<file path="src/rtl/stopwatch_lap_ctrl.sv">
// Stopwatch controller: button synchronisers and edge detectors, a run/pause/lap/done
// FSM, an up/down time counter with wrap and expiry, and a lap hold register.
module stopwatch_lap_ctrl #(
  parameter int CNT_W       = 16,
  parameter int MAX_COUNT   = 59999,
  parameter int SYNC_STAGES = 2      // must be at least 2
) (
  input  logic             clk,
  input  logic             reset,
  input  logic             tick,
  input  logic             start_stop,
  input  logic             lap,
  input  logic             clr_btn,
  input  logic             mode_down,
  input  logic [CNT_W-1:0] load_val,
  output logic [CNT_W-1:0] count,
  output logic [CNT_W-1:0] display,
  output logic             running,
  output logic             expired,
  output logic [2:0]       state_o
);

  typedef enum logic [2:0] {
    ST_IDLE  = 3'd0,
    ST_RUN   = 3'd1,
    ST_PAUSE = 3'd2,
    ST_LAP   = 3'd3,
    ST_DONE  = 3'd4
  } state_t;

  localparam logic [CNT_W-1:0] MAX_VAL = CNT_W'(MAX_COUNT);
  localparam logic [CNT_W-1:0] ONE     = CNT_W'(1);

  state_t           state_q, state_d;
  logic [CNT_W-1:0] count_q, count_d;
  logic [CNT_W-1:0] lap_q, lap_d;
  logic             mode_q, mode_d;

  // Button conditioning: bit 0 = start/stop, bit 1 = lap, bit 2 = clear
  logic [2:0] btn_raw;
  logic [2:0] btn_pulse;
  logic       ss_p, lap_p, clr_p;

  assign btn_raw = {clr_btn, lap, start_stop};

  genvar gi;
  generate
    for (gi = 0; gi < 3; gi++) begin : g_btn
      logic [SYNC_STAGES-1:0] sync_q;
      logic                   prev_q;

      // Synchroniser chain plus one flop of history for rising-edge detection
      always_ff @(posedge clk or posedge reset) begin
        if (reset) begin
          sync_q <= '0;
          prev_q <= 1'b0;
        end else begin
          sync_q <= {sync_q[SYNC_STAGES-2:0], btn_raw[gi]};
          prev_q <= sync_q[SYNC_STAGES-1];
        end
      end

      assign btn_pulse[gi] = sync_q[SYNC_STAGES-1] & ~prev_q;
    end
  endgenerate

  assign ss_p  = btn_pulse[0];
  assign lap_p = btn_pulse[1];
  assign clr_p = btn_pulse[2];

  // Countdown start value, clamped so the counter never leaves 0..MAX_COUNT
  logic [CNT_W-1:0] load_clamped;
  assign load_clamped = (load_val > MAX_VAL) ? MAX_VAL : load_val;

  // Counter value a running stopwatch would reach this cycle, plus down-mode expiry
  logic [CNT_W-1:0] cnt_run;
  logic             expire_hit;

  always_comb begin
    cnt_run    = count_q;
    expire_hit = 1'b0;
    if (tick) begin
      if (mode_q) begin
        // Reaching zero (or already there) ends the countdown
        if (count_q <= ONE) begin
          cnt_run    = '0;
          expire_hit = 1'b1;
        end else begin
          cnt_run = count_q - ONE;
        end
      end else begin
        cnt_run = (count_q == MAX_VAL) ? '0 : count_q + ONE;
      end
    end
  end

  // Next-state, counter, lap-hold and mode-latch logic; clear beats start/stop beats lap
  always_comb begin
    state_d = state_q;
    count_d = count_q;
    lap_d   = lap_q;
    mode_d  = mode_q;

    case (state_q)
      ST_IDLE: begin
        count_d = mode_down ? load_clamped : '0;
        if (clr_p) begin
          state_d = ST_IDLE;
        end else if (ss_p) begin
          mode_d  = mode_down;
          state_d = (mode_down && (load_clamped == '0)) ? ST_DONE : ST_RUN;
        end
      end

      ST_RUN, ST_LAP: begin
        count_d = cnt_run;
        if (clr_p) begin
          state_d = ST_IDLE;
        end else if (expire_hit) begin
          state_d = ST_DONE;
        end else if (ss_p) begin
          state_d = ST_PAUSE;
        end else if (lap_p) begin
          if (state_q == ST_RUN) begin
            state_d = ST_LAP;
            lap_d   = cnt_run;   // snapshot includes this cycle's tick
          end else begin
            state_d = ST_RUN;
          end
        end
      end

      ST_PAUSE: begin
        if (clr_p) begin
          state_d = ST_IDLE;
        end else if (ss_p) begin
          state_d = ST_RUN;
        end
      end

      ST_DONE: begin
        count_d = '0;
        if (clr_p || ss_p) begin
          state_d = ST_IDLE;
        end
      end

      default: begin
        state_d = ST_IDLE;
      end
    endcase
  end

  // State and datapath registers
  always_ff @(posedge clk or posedge reset) begin
    if (reset) begin
      state_q <= ST_IDLE;
      count_q <= '0;
      lap_q   <= '0;
      mode_q  <= 1'b0;
    end else begin
      state_q <= state_d;
      count_q <= count_d;
      lap_q   <= lap_d;
      mode_q  <= mode_d;
    end
  end

  assign count   = count_q;
  assign display = (state_q == ST_LAP) ? lap_q : count_q;
  assign running = (state_q == ST_RUN) || (state_q == ST_LAP);
  assign expired = (state_q == ST_DONE);
  assign state_o = state_q;

endmodule

</file>
<file path="config.mk">
export PLATFORM = sky130hd
export DESIGN_NAME = stopwatch_lap_ctrl
export DESIGN_NICKNAME = d
export VERILOG_FILES = /design/src/rtl/stopwatch_lap_ctrl.sv
export SDC_FILE = /design/constraint.sdc
export NUM_CORES = 1
export LEC_CHECK = 0
export CAP_MARGIN = 20
export CORE_MARGIN = 3
export CORE_UTILIZATION = 36
export DETAILED_ROUTE_END_ITERATION = 6
export SLEW_MARGIN = 20
export SYNTH_ARGS = -nofsm -noshare
export SYNTH_HDL_FRONTEND = slang
export SYNTH_SLANG_ARGS = --single-unit
export TNS_END_PERCENT = 1
</file>
<file path="constraint.sdc">
create_clock -name clk -period 4.7 [get_ports clk]
set_clock_uncertainty 0.2 [all_clocks]
set_input_delay 0.705 -clock clk [delete_from_list [all_inputs] [get_ports clk]]
set_output_delay 0.705 -clock clk [all_outputs]
set_load 0.01 [all_outputs]
</file>
# Word level (Yosys, flattened, before mapping)
# Cells that the tools add are included.
# op_classes
n_reduce_logical	10
n_addsub	2
n_mux	23
n_eq_ne	9
n_lt_le_gt_ge	2
bitwise_logic	9
# ops
operator	count
16-bit two-way mux	7
16-bit case mux with 3 select lines	1
3-bit two-way mux	10
16-bit by 1-bit adder with 16-bit output, second input constant	1
16-bit equality test, second input constant	1
16-bit > comparator, second input constant	1
16-bit by 1-bit <= comparator with 1-bit output, second input constant	1
16-bit logical NOT	1
16-bit by 1-bit subtractor with 16-bit output, second input constant	1
3-bit case mux with 4 select lines	1
3-bit by 2-bit equality test with 1-bit output, second input constant	2
3-bit inequality test, second input constant	2
1-bit inverter	6
6-bit AND reduction	1
5-bit inequality test, second input constant	1
4-bit AND reduction	1
1-bit bitwise AND	3
3-bit by 1-bit equality test with 1-bit output, second input constant	1
3-bit equality test, second input constant	1
3-bit logical NOT	1
1-bit two-way mux	3
3-bit AND reduction	1
3-bit nonzero test	1
1-bit logical OR	2
other kinds (4)	4
# totals
reg_bits	45
inputBits	23
word_cells	65
output_inout_bits	37

# Depth between registers and ports, before layout
# Gate-level depths: netlist (run 1).
# logic_depth
word_depth	8
ltp_mapped	11

# Least setup slack after synthesis (run 1)
# Ideal clock, no wire load.
# synth_path
path_kind	reg2reg
start	register count_q[0] (netlist: count[0])
end	register lap_q[15]
synth_period_minus_slack_ns	2.807
setup_time_ns	0.069
path_stages_with_launch	11
t_arrival_ns	2.538
required_ns	4.431
slack_ns	1.893
path_cell_list	dfrtp_1 -> clkbuf_1 -> inv_1 -> ha_1 -> or2_2 -> nand4_1 -> nor2_1 -> or3_1 -> buf_2 -> or4_1 -> nand3_1
# synth_between
elab_chain_len	6
elab_cells_between_ends	13
# synth_rtl
item	line_no	text
start, declared	35	logic [CNT_W-1:0] count_q, count_d;
start signal, assigned	163	count_q <= count_d;
16-bit by 1-bit <= comparator with 1-bit output	85	if (count_q <= ONE) begin
1-bit two-way mux	85	
1-bit two-way mux	83	if (mode_q) begin
1-bit two-way mux	82	if (tick) begin
1-bit inverter (no line)	n/a	
6-bit AND reduction (no line)	n/a	
end signal, assigned	164	lap_q <= lap_d;
end, declared	36	logic [CNT_W-1:0] lap_q, lap_d;
# Parallel ways exist; a longest one is shown, timed or not.
# A chain may end at the register's enable or synchronous reset.

# Final worst setup path (run 1)
# layout_path
start	register state_q[2] (netlist: state_o[2])
end	output port display[15]
# layout_between
elab_chain_len	2
# layout_rtl
item	line_no	text
start, declared	34	state_t state_q, state_d;
start signal, assigned	162	state_q <= state_d;
3-bit by 2-bit equality test with 1-bit output	170	assign display = (state_q == ST_LAP) ? lap_q : count_q;
16-bit two-way mux	170	
end, declared	17	output logic [CNT_W-1:0] display,
# No other way between the ends.

==> impl_results.md, run 1 <==
- Number of synthesized flops with an enable pin: 0
- Starting Density: between 30% and 40%
- Worst vdd ir: 228 µV
- Max-Cap Viols: 0
- Vias per cell: 6.06
- Worst hold path class: reg2reg
- Setup TNS: 0 ps
- Worst setup margin: roughly 870 ps
- Crit-path slowest cell: nand2_1
- Synth Instances: 373
- Detailed Route Iter0 Violations: between 200 and 300
- Clk root buf: clkbuf_8
- WHS: about 160 ps
- Critical path data required time: between 3000 and 4000 ps
- Resize count post-CTS: 0
- Final hold viol count: 0
- CTS sink cnt: 45
- Die area: a little under 10,000 µm²
- Routed WL per cell: a little under 20 µm
- Setup Buffers After CTS: 0
- Crit. End Element: output port
- #FFs+latches synth: 45
- Cell Chain, Critical Path: nand2b_1, inv_1, nand2_1, mux2_2, clkdlybuf4s50_1
- Rows: 33
- Final ANT Viol Nets: 0
- CTS Hold Buffers Added: 0
- Post-layout net count: roughly 440
- Antenna violations before repair: 0
- Yosys top cell area share: ~36%
- Final Util: approximately 46%
- Syn nets: 399
- Yosys warning total: 0
- Vias in the first global route: slightly above 3,000
- Hold_sp: g_btn[2].sync_q[0]
- Max-slew violations: 0
- HPWL Detailed: about 7.4 mm
- Critical Setup Path Class: reg2out
- Reg2reg setup slack: 1290 ps
- Synth-to-layout area growth: 21.6%
- WL final: 10.1 mm
- ANT cells: 0
- Clk buf depth: 2
- Design Power: roughly 1.5 mW
- CP peak stage delay: ~540 ps
- Post-Syn Area per Cell: about 8.3 µm²
- Status: finished clean
- Cell taking the most area after synthesis: dfrtp_1
- Largest net degree at the start of global routing: between 40 and 50
- Least-Margin Pin Slew: ~950 ps
- Critical path startpoint category: flip-flop
- Critical Path Fanout Max: 16
- Clock latency on the worst-skew pair: about 300 ps
- DR DRC count: 0
- GRT Total Usage: 20.7%
- First-pass GRT wire length: approximately 16 mm
- Synth Flop Type: dfrtp_1
- Total CTS buffers: 5
- Sequential-to-total area share from yosys stat: a little over a third
- Cell leakage power: 1.43 nW
- Peak Freq: approximately 260 MHz
- PortBufs: ~60
- Total core area: 8300 µm²
- Num ports: 60
- Tmin final: around 3800 ps
- Layout cell share with drive strength beyond 1: between 8 and 9%
- Synth Cell Area: 3110 µm²
- Die Ht: 99.0 µm
- R2r startpoint: count[0]
- Period utilization: 81.5%
- DP Worst Slack: ~1200 ps
- GP Congestion: ~0.87
- Final setup viols: 0
- Clock transition at the registers of the reported paths: 80 ps
- Largest cells by area after synthesis: dfrtp_1 36%, mux2_2 6.9%, nand2_1 5.4%, nor2_1 3.7%, o21ai_0 3.7%
- Count of cell types in the netlist: 62
- Crit path DAT: between 2000 and 3000 ps
- Chip Width: 99.0 µm
- Crit path launch: state_o[2]
- Commonest cells post-synth: 45 x dfrtp_1, 45 x nand2_1, 31 x nor2_1, 23 x o21ai_0
- Clock tree from TritonCTS: yes
- Max_slew headroom: 36.7%
- Synth async-reset ratio: 100%
- GRT overflow: 0
- Via count: 3,119
- Pwr per Cell Area: around 390 nW/µm²
- H-tree depth: 2
- RSZ-0062 raised after global routing: no
- First-pass detailed-route iteration total: 5
-- area by class of cell --
type | count | area (µm²)
clock buffer | 8 | 80.1
fill | 830 | 4520
inverter | 7 | 26.3
multi-input combinational | 289 | 1810
sequential | 45 | 1130
tap | 105 | 131
timing repair buffer | 61 | 606
-- critical path: cells and delay by family (launching register included) --
family | cells | cell delay (ps)
AND/OR/NAND/NOR | 2 | 870
buffers and inverters | 2 | 860
multiplexers | 1 | 450
flip-flops | 1 | 440
-- power breakdown --
| group | switching (mW) | internal, mW |
|---|---|---|
| sequential | 0.144 | 0.479 |
| clock | 0.126 | 0.106 |
| combinational | 0.321 | 0.291 |
-- state kept, by name, indices dropped and copies added, names as in the netlist --
name          flops
count            16
g_btn.prev_q      3
g_btn.sync_q      6
lap_q            16
mode_q            1
state_o           3
-- routing by layer --
metal	global-route usage, %	vias up	wire length, µm
met5	0	-	0
met4	7.14	0	173
met3	3.33	18	725
met2	32.4	141	4630
met1	29.0	1507	4560
li1	-	1453	-
-- logic make-up after synthesis --
logic type / synth area share, %
muxes: 8.81
AOI/OAI and AO/OA: 20.1
xor gates and xnor gates: 1.13
buffers and inverters: 5.47
adders and majority gates: 1.21
and+or+nand+nor: 27.1
DFF: 36.2
-- path summary, 6_finish.rpt --
kind / endpoint / cells after the start
max: display[15] / 5
min: g_btn[2].sync_q[1] / 0
max reg2reg: lap_q[15] / 8
min reg2reg: g_btn[2].sync_q[1] / 0
max in group asynchronous: g_btn[0].sync_q[1] / 2
min in group asynchronous: lap_q[11] / 2
-- layout by cell type, fill, tap and decap left out, drive strengths merged, types with 10 or more instances in the layout --
cell type / n
nand3: 10
a21oi: 13
o21ai: 30
dfrtp: 45
nand4: 11
clkdlybuf4s50: 59
mux2: 19
nand2: 45
nor2: 31
nor3: 21
-- through the flow --
stage | area, µm² | instances
after floorplan | 3110 | 373
after global placement | 3700 | 507
after detailed placement | 3700 | 507
after CTS | 3780 | 515
after global routing | 3780 | 515
final | 3780 | 515
Note: power is estimated with default switching activity, not from simulation.
==> inputs of run 2 (changes only) <==
==> constraint.sdc (replaced) <==
create_clock -name clk -period 3.9 [get_ports clk]
set_clock_uncertainty 0.2 [all_clocks]
set_input_delay 0.585 -clock clk [delete_from_list [all_inputs] [get_ports clk]]
set_output_delay 0.585 -clock clk [all_outputs]
set_load 0.01 [all_outputs]
==> run 2 against run 1 <==
  * Sequential share of layout area is 0.42 points lower
  * Hold slack worse by 2.6 ps
  * Worst setup slack worse by 420 ps
  * Die area stayed put
  * Combinational power is 23% higher
  * Register-to-register slack worse by 520 ps
  * Highest routed layer unchanged
==> impl_results.md, run 2 (same netlist as run 1, synthesis figures left out) <==
- Period utilization: between 80% and 90%
- Post-layout net count: 440 (+1.1%)
- Critical path data required time: 3120 ps (-680 ps)
- Total CTS buffers: 5 (unchanged)
- Max-Cap Viols: 0 (unchanged)
- Max-slew violations: 0 (unchanged)
- Worst setup margin: 447 ps (-424 ps)
- Final hold viol count: 0 (unchanged)
- PortBufs: 59 (unchanged)
- Rows: 33 (unchanged)
- Final setup viols: 0 (unchanged)
- Most frequent cells in the layout: 59 x clkdlybuf4s50_1, 45 x nand2_1, 45 x dfrtp_1
- Setup Buffers After CTS: 0 (unchanged)
- Final ANT Viol Nets: 0 (unchanged)
- WL final: 10.4 mm (+2.9%)
- Tmin final: ~3500 ps
- DR DRC count: 0 (unchanged)
- Pwr per Cell Area: 472 nW/µm² (+22%)
- Crit path DAT: 2670 ps (-250 ps)
- First-pass detailed-route iteration total: 6 (+1)
- Final instance area: 3840 µm² (+1.4%)
- Clock transition at the registers of the reported paths: 90 ps (about the same)
- Worst hold path class: reg2reg
- RSZ-0062 raised after global routing: no
- Least-Margin Pin Slew: 970 ps (+22.5 ps)
- DP Worst Slack: 714 ps (-462 ps)
- H-tree depth: 2 (unchanged)
- Cell leakage power: 1.46 nW (+2.4%)
- Placed Area: 3740 µm² (+1.0%)
- Synth-to-layout area growth: 23.4%
- Clk root buf: clkbuf_8
- Vias per cell: 6.13 (+1.2%)
- Largest net degree at the start of global routing: 46 (unchanged)
- Worst vdd ir: 192 µV (-16%)
- Total core area: 8300 µm² (unchanged)
- Num ports: 60 (unchanged)
- Peak Freq: 290 MHz
- Design Power: 1.81 mW (+23%)
- Detailed Route Iter0 Violations: 379 (+50%)
- Starting Density: 37.5% (unchanged)
- HPWL Detailed: 7.53 mm (+1.2%)
- Critical path startpoint category: flip-flop
- Via count: 3,187 (+2.2%)
- CTS sink cnt: 45 (unchanged)
- Clock latency on the worst-skew pair: 310 ps (about the same)
- Layout cell share with drive strength beyond 1: 10.1% (+1.8 points)
- Antenna violations before repair: 0 (unchanged)
- Clk buf depth: 2 (unchanged)
- Clock tree from TritonCTS: yes
- Max_slew headroom: 35.2% (-1.5 points)
- Die Ht: 99.0 µm (unchanged)
- Resize count post-CTS: 0 (unchanged)
- Crit. End Element: output port
- Chip Width: 99.0 µm (unchanged)
- GRT Total Usage: 21.3% (+0.60 points)
- Setup TNS: 0 ps (unchanged)
- Critical Setup Path Class: reg2out
- CTS Hold Buffers Added: 0 (unchanged)
- Vias in the first global route: 3,072 (+0.69%)
- Final Util: 46.2% (+0.65 points)
- Critical Path Fanout Max: 11 (-5)
- Status: finished clean
- ANT cells: 0 (unchanged)
- First-pass GRT wire length: 16.8 mm (+3.3%)
- Die area: 9790 µm² (unchanged)
- Routed WL per cell: 20.0 µm (+1.9%)
- Commonest non-fill, non-tap cell in the layout: clkdlybuf4s50_1
- GRT overflow: 0 (unchanged)
- GP Congestion: 0.949 (+9.2%)
==> run 2: per-layer routing <==
metal  GRT usage (%)  share of wire [%]  routed length, µm
met4            6.20                1.8                188
met2            32.1                 45               4720
met5               0                  0                  0
met1            31.3                 44               4590
met3            3.61                8.4                876
==> run 2: metrics by stage <==
stage	cells	hold WS, ps
after floorplan	373	131
after global placement	512	133
after detailed placement	512	136
after CTS	520	158
after global routing	520	169
final	520	154
==> run 2: critical path, cell delays in order (launching register included) <==
cell and delay (ps):
dfrtp_1 450, nand2b_1 400, inv_1 110, nand2_1 250, buf_4 270, mux2_2 380, clkdlybuf4s50_1 500
==> run 2: where the power goes <==
| group | leakage [nW] | internal, mW | total (mW) | switching [mW] |
|---|---|---|---|---|
| clock | 0.0512 | 0.144 | 0.313 | 0.169 |
| combinational | 0.839 | 0.356 | 0.750 | 0.394 |
| sequential | 0.571 | 0.578 | 0.747 | 0.170 |
==> run 2: final cells by class <==
| type | count | area (µm²) |
|---|---|---|
| multi-input cells | 289 | 1810 |
| repair buffers | 66 | 643 |
| well taps | 105 | 131 |
| clock inverters | 2 | 13.8 |
| fillers | 799 | 4460 |
| flip-flops and latches | 45 | 1130 |
| clock buffers | 6 | 82.6 |
| inverters | 7 | 26.3 |
==> run 2: final timing paths <==
kind	from	to	slack, ps	cells after the start
worst min-delay path	g_btn[2].sync_q[0]	g_btn[2].sync_q[1]	150	0
min in group asynchronous	reset	count[5]	620	2
max in group asynchronous	reset	lap_q[7]	2280	2
worst min register to register	g_btn[2].sync_q[0]	g_btn[2].sync_q[1]	150	0
worst max register to register	count[0]	count[3]	770	7
worst max-delay path	state_o[2]	display[5]	450	6
==> RTL change 1 (settings of run 2) <==
`MAX_COUNT`: 59999 -> 32768.
--- a/src/rtl/stopwatch_lap_ctrl.sv
+++ b/src/rtl/stopwatch_lap_ctrl.sv
@@ -2,7 +2,7 @@
 // FSM, an up/down time counter with wrap and expiry, and a lap hold register.
 module stopwatch_lap_ctrl #(
   parameter int CNT_W       = 16,
-  parameter int MAX_COUNT   = 59999,
+  parameter int MAX_COUNT   = 32768,
   parameter int SYNC_STAGES = 2      // must be at least 2
 ) (
   input  logic             clk,
Formal check against the unedited RTL: not equivalent (a bounded check fails within 4 cycles, from zero or initial values and one cycle with reset high).
==> RTL change 1 against run 2 <==
First-iteration DRC count decreased by 42%; register-to-register slack improved by 110 ps; combinational power increased by 37%; cell area increased by 0.85%; wire length decreased by 8.9%; sequential cell count unchanged; highest routed layer unchanged; power increased by 21%; largest power group unchanged; worst setup slack improved by 87 ps; area after synthesis decreased by 1.3%.
==> RTL change 1: results (changes against run 2) <==
Status:
- The run finished with clean final reports.

Critical path:
- The capture point of the critical path is display[6].
- The longest individual stage delay on the worst path is 480 ps (-20 ps).
- The path depth of the worst reg2reg path was 6 (-1).
- The register-to-register setup slack is 880 ps (+110 ps).
- The arrival time of the worst setup path was 2580 ps (-90 ps).
- The startpoint of the worst register-to-register path is count[4].
- The maximum fanout along the worst path is 10 (-1).

Power and ir drop:
- The power in sequential cells came to 0.000792 W (+6.0%).
- The peak ir drop on the vdd network is 0.2077 mV (+8.1%).
- The leakage power of the design is 1.547 nW (+5.9%).
- The switching power as a share of total power was 0.4148 (+0.01012).

Min path:
- For hold timing, the worst endpoint is g_btn[1].sync_q[1].

Routing:
- The routed metal-1 wirelength was 4.280 mm (-6.8%).
- The met3 wire length came to 562 um (-36%).
- The detailed-route wire length per cell is 18.65 um (-6.6%).
- The wire length on met2 is 4.395 mm (-6.9%).
- The ratio of routed vias to standard cells came to 5.998 (-2.1%).
- The count of TritonRoute iterations in the first routing pass was 4 (-2).

Logic synthesis:
- The xor-xnor portion of the synthesized cell area is 0.005705 (-0.005558).
- The number of warnings issued by yosys was 0 (unchanged).
- The synthesized-area fraction occupied by ao, oa, aoi and oai cells is 0.2384 (+0.03766).
- The fraction of synthesized area in multiplexers is 0.08394 (-0.004149).
- The synthesized net count is 382 (-4.3%).
- Yosys attributes the largest share of cell area to sky130_fd_sc_hd__dfrtp_1 (37%), sky130_fd_sc_hd__mux2_2 (6.6%), sky130_fd_sc_hd__o21ai_0 (3.9%), sky130_fd_sc_hd__nor2_1 (3.5%), sky130_fd_sc_hd__a21oi_1 (3.4%).
- The number of library cell types mapped by synthesis is 62 (unchanged).
- In the synthesized netlist, the cells that appear most often are sky130_fd_sc_hd__dfrtp_1 (45), sky130_fd_sc_hd__nor2_1 (29), sky130_fd_sc_hd__o21ai_0 (24).
- The adder-cell share of the synthesized area is 0.01222 (+0.0001574).

GRT:
- The global-route met2 utilization is 0.3063 (-0.01499).
- The global-route wire length before repair is 15.12 mm (-10%).
- The total track usage is 0.1949 (-0.01828).
- The number of global-route vias before repair is 2876 (-6.4%).
- The met1 track utilization from global routing came to 0.2690 (-0.04405).

Layout:
- The layout net count was 427 (-3.0%).
- The share of post-route cells with drive strength above 1 is 0.1194 (+0.01820).

Placement:
- The final weighted congestion of routability-driven global placement is 0.9204 (-3.0%).
- The post-place setup slack came to 868.2 ps (+154.2 ps).
- The sum of net half-perimeters after detailed placement is 6.620 mm (-12%).
- The area after detailed placement is 3727 sq um (-0.37%).

Timing:
- The transition time at the pin with the least slew margin is 1010 ps (+39.67 ps).
- The slack of the critical path is 534.0 ps (+86.89 ps).
## RTL change 1: changes by cell type in the layout (fill, tap and decap cells not counted), moves of 5 or more
| cell | change |
|---|---|
| sky130_fd_sc_hd__or3_1 | -7 |
| sky130_fd_sc_hd__a21oi_1 | +8 |
| sky130_fd_sc_hd__nand2_1 | -24 |
| sky130_fd_sc_hd__o211ai_1 | -6 |
| sky130_fd_sc_hd__a21o_1 | +6 |
| sky130_fd_sc_hd__o21ai_1 | -5 |
| sky130_fd_sc_hd__a22oi_1 | +6 |
| sky130_fd_sc_hd__inv_1 | +10 |
## RTL change 1: layout make-up
type | instances | area (sq um)
timing repair buffer | 69 | 685.7
sequential | 45 | 1126
tap | 105 | 131.4
clock inverter | 3 | 46.29
clock buffer | 5 | 68.82
inverter | 16 | 60.06
fill | 809 | 4388
multi-input combinational | 264 | 1752
## RTL change 1: through the flow
step                      hold WS (ps)  cells
final                            156.5    507
after floorplan                  131.2    356
after global routing             164.5    507
after global placement           132.6    498
after CTS                        160.7    506
after detailed placement         138.0    498
==> RTL change 2 (flow settings as in run 2) <==
Without the edit above. Register the outputs `display`, `running` and `expired`, with the module's reset; this adds one clock of latency there. The other outputs are not delayed to match. Comments in the files are not updated.
--- a/src/rtl/stopwatch_lap_ctrl.sv
+++ b/src/rtl/stopwatch_lap_ctrl.sv
@@ -167,9 +167,17 @@
   end
 
   assign count   = count_q;
-  assign display = (state_q == ST_LAP) ? lap_q : count_q;
-  assign running = (state_q == ST_RUN) || (state_q == ST_LAP);
-  assign expired = (state_q == ST_DONE);
+  always_ff @(posedge clk or posedge reset) begin
+    if (reset) begin
+      display <= '0;
+      running <= '0;
+      expired <= '0;
+    end else begin
+      display <= (state_q == ST_LAP) ? lap_q : count_q;
+      running <= (state_q == ST_RUN) || (state_q == ST_LAP);
+      expired <= (state_q == ST_DONE);
+    end
+  end
   assign state_o = state_q;
 
 endmodule
Check against the original RTL: not equivalent (Yosys sat finds a counterexample within 4 cycles, from zero or initial values and one cycle with reset high).
==> RTL change 2 against run 2 <==
Synthesized cell count increased by 1.3%; area after synthesis increased by 14%; power increased by 52%; sequential cell count increased by 18; critical path depth decreased by 1; first-iteration DRC count decreased by 27%; wire length increased by 5.7%; cell area increased by 18%; worst setup slack improved by 180 ps; die area increased by 13%; register-to-register slack got worse by 140 ps; worst hold slack improved by 3.5 ps; critical path type is now reg -> reg; critical endpoint is now lap_q[5]; largest power group unchanged.
==> RTL change 2: results (changes against run 2) <==
Power and ir drop:
- The leakage power of the design is 1.886 nW (+29%).
- The peak ir drop on the vdd network is 0.3247 mV (+69%).

GRT:
- The number of global-route vias before repair is 3237 (+5.4%).
- The total track usage is 0.1987 (-0.01446).

Logic synthesis:
- The share of synthesized area occupied by flip-flops and latches is 0.4432 (+0.08117).
- After synthesis, the cell types taking the most area are sky130_fd_sc_hd__dfrtp_1 (44%), sky130_fd_sc_hd__mux2_2 (7.0%), sky130_fd_sc_hd__o21ai_0 (4.5%), sky130_fd_sc_hd__nand2_1 (3.9%), sky130_fd_sc_hd__clkbuf_1 (2.6%).
- The synthesized instance count came to 378 (+1.3%).
- The fraction of synthesized area in multiplexers is 0.08723 (-0.0008615).
- The synthesized-area fraction occupied by ao, oa, aoi and oai cells is 0.2012 (+0.0004719).
- The commonest cells after synthesis are sky130_fd_sc_hd__dfrtp_1 (63), sky130_fd_sc_hd__nand2_1 (37), sky130_fd_sc_hd__o21ai_0 (32).
- The synthesized net count is 404 (+1.3%).
- The xor-xnor portion of the synthesized cell area was 0 (-0.01126).
- The adder-cell share of the synthesized area is 0.01055 (-0.001515).

Placement:
- The sum of net half-perimeters after detailed placement came to 7.882 mm (+4.6%).
- The final weighted congestion of routability-driven global placement is 0.8407 (-11%).
- The post-place setup slack is 657.8 ps (-56.12 ps).
- The count of placed standard cells including taps was 550 (+7.4%).

Clock tree:
- The number of H-tree levels is 3 (+1).
- The total clock buffers created by CTS is 9 (+4).
- The latest clock arrival within the worst-skew pair is 340 ps (+30 ps).

Critical path:
- The arrival time of the worst setup path is 3290 ps (+620 ps).
- The capture instance of the worst register-to-register path is lap_q[5].
- The maximum fanout along the worst path is 13 (+2).
- Broken down by cell family, the worst path's largest delay share belongs to simple AND/OR/NAND/NOR gates.
- On the critical path, the stage with the largest delay is an instance of sky130_fd_sc_hd__or4_4.

Timing:
- The worst hold margin is 157.2 ps (+3.505 ps).

Layout:
- The layout net count is 458 (+4.1%).
- The number of cells in the finished layout apart from fillers was 565 (+8.7%).

Routing:
- The ratio of routed vias to standard cells was 5.876 (-4.1%).
- The met3 wire length is 733 um (-16%).
- The count of TritonRoute iterations in the first routing pass was 4 (-2).
- The detailed-route wire length per cell was 19.42 um (-2.7%).
- The number of DRC violations after detailed-routing iteration 0 was 275 (-27%).

Status:
- The run finished with clean final reports.
[RTL change 2: cell types whose count changed in the layout (fill, tap and decap cells not counted), moves of 5 or more]
cell,run 2,this run
sky130_fd_sc_hd__nor3_1,20,10
sky130_fd_sc_hd__and4_1,0,5
sky130_fd_sc_hd__nor2_1,31,23
sky130_fd_sc_hd__nand4_1,11,6
sky130_fd_sc_hd__buf_4,7,15
sky130_fd_sc_hd__o21ai_0,23,32
sky130_fd_sc_hd__nor4_1,3,10
sky130_fd_sc_hd__nand2_1,45,37
sky130_fd_sc_hd__dfrtp_1,45,63
sky130_fd_sc_hd__clkbuf_8,6,12
[RTL change 2: how the worst max path moves through the flow]
| stage | startpoint | end | slack, ps | depth (start not counted) |
|---|---|---|---|---|
| after floorplan | count[10] | lap_q[11] | 1000 | 8 |
| after global placement | count[6] | lap_q[5] | 640 | 5 |
| after detailed placement | count[6] | lap_q[5] | 660 | 5 |
| after CTS | count[6] | lap_q[5] | 640 | 5 |
| after global routing | count[6] | lap_q[4] | 530 | 6 |
| final | count[6] | lap_q[5] | 630 | 5 |
[RTL change 2: area by class of cell]
cell class                 count  area (sq um)
fill                         921          4903
multi-input combinational    274          1802
sequential                    63          1577
timing repair buffer          74         703.2
clock buffer                  12         165.2
tap                          129         161.4
clock inverter                 3         65.06
inverter                      10         38.79
[RTL change 2: per-layer routing]
layer / vias to the layer above / global-route usage
met4: 0 / 0.04499
met5: - / 0
met3: 24 / 0.03735
met2: 149 / 0.3315
met1: 1625 / 0.2676
li1: 1522 / -
[RTL change 2: report_power, final]
group | switching, W | internal, W
logic | 0.000602 | 0.000503
clock network | 0.000255 | 0.000408
registers | 0.000160 | 0.000829
total | 0.00102 | 0.00174
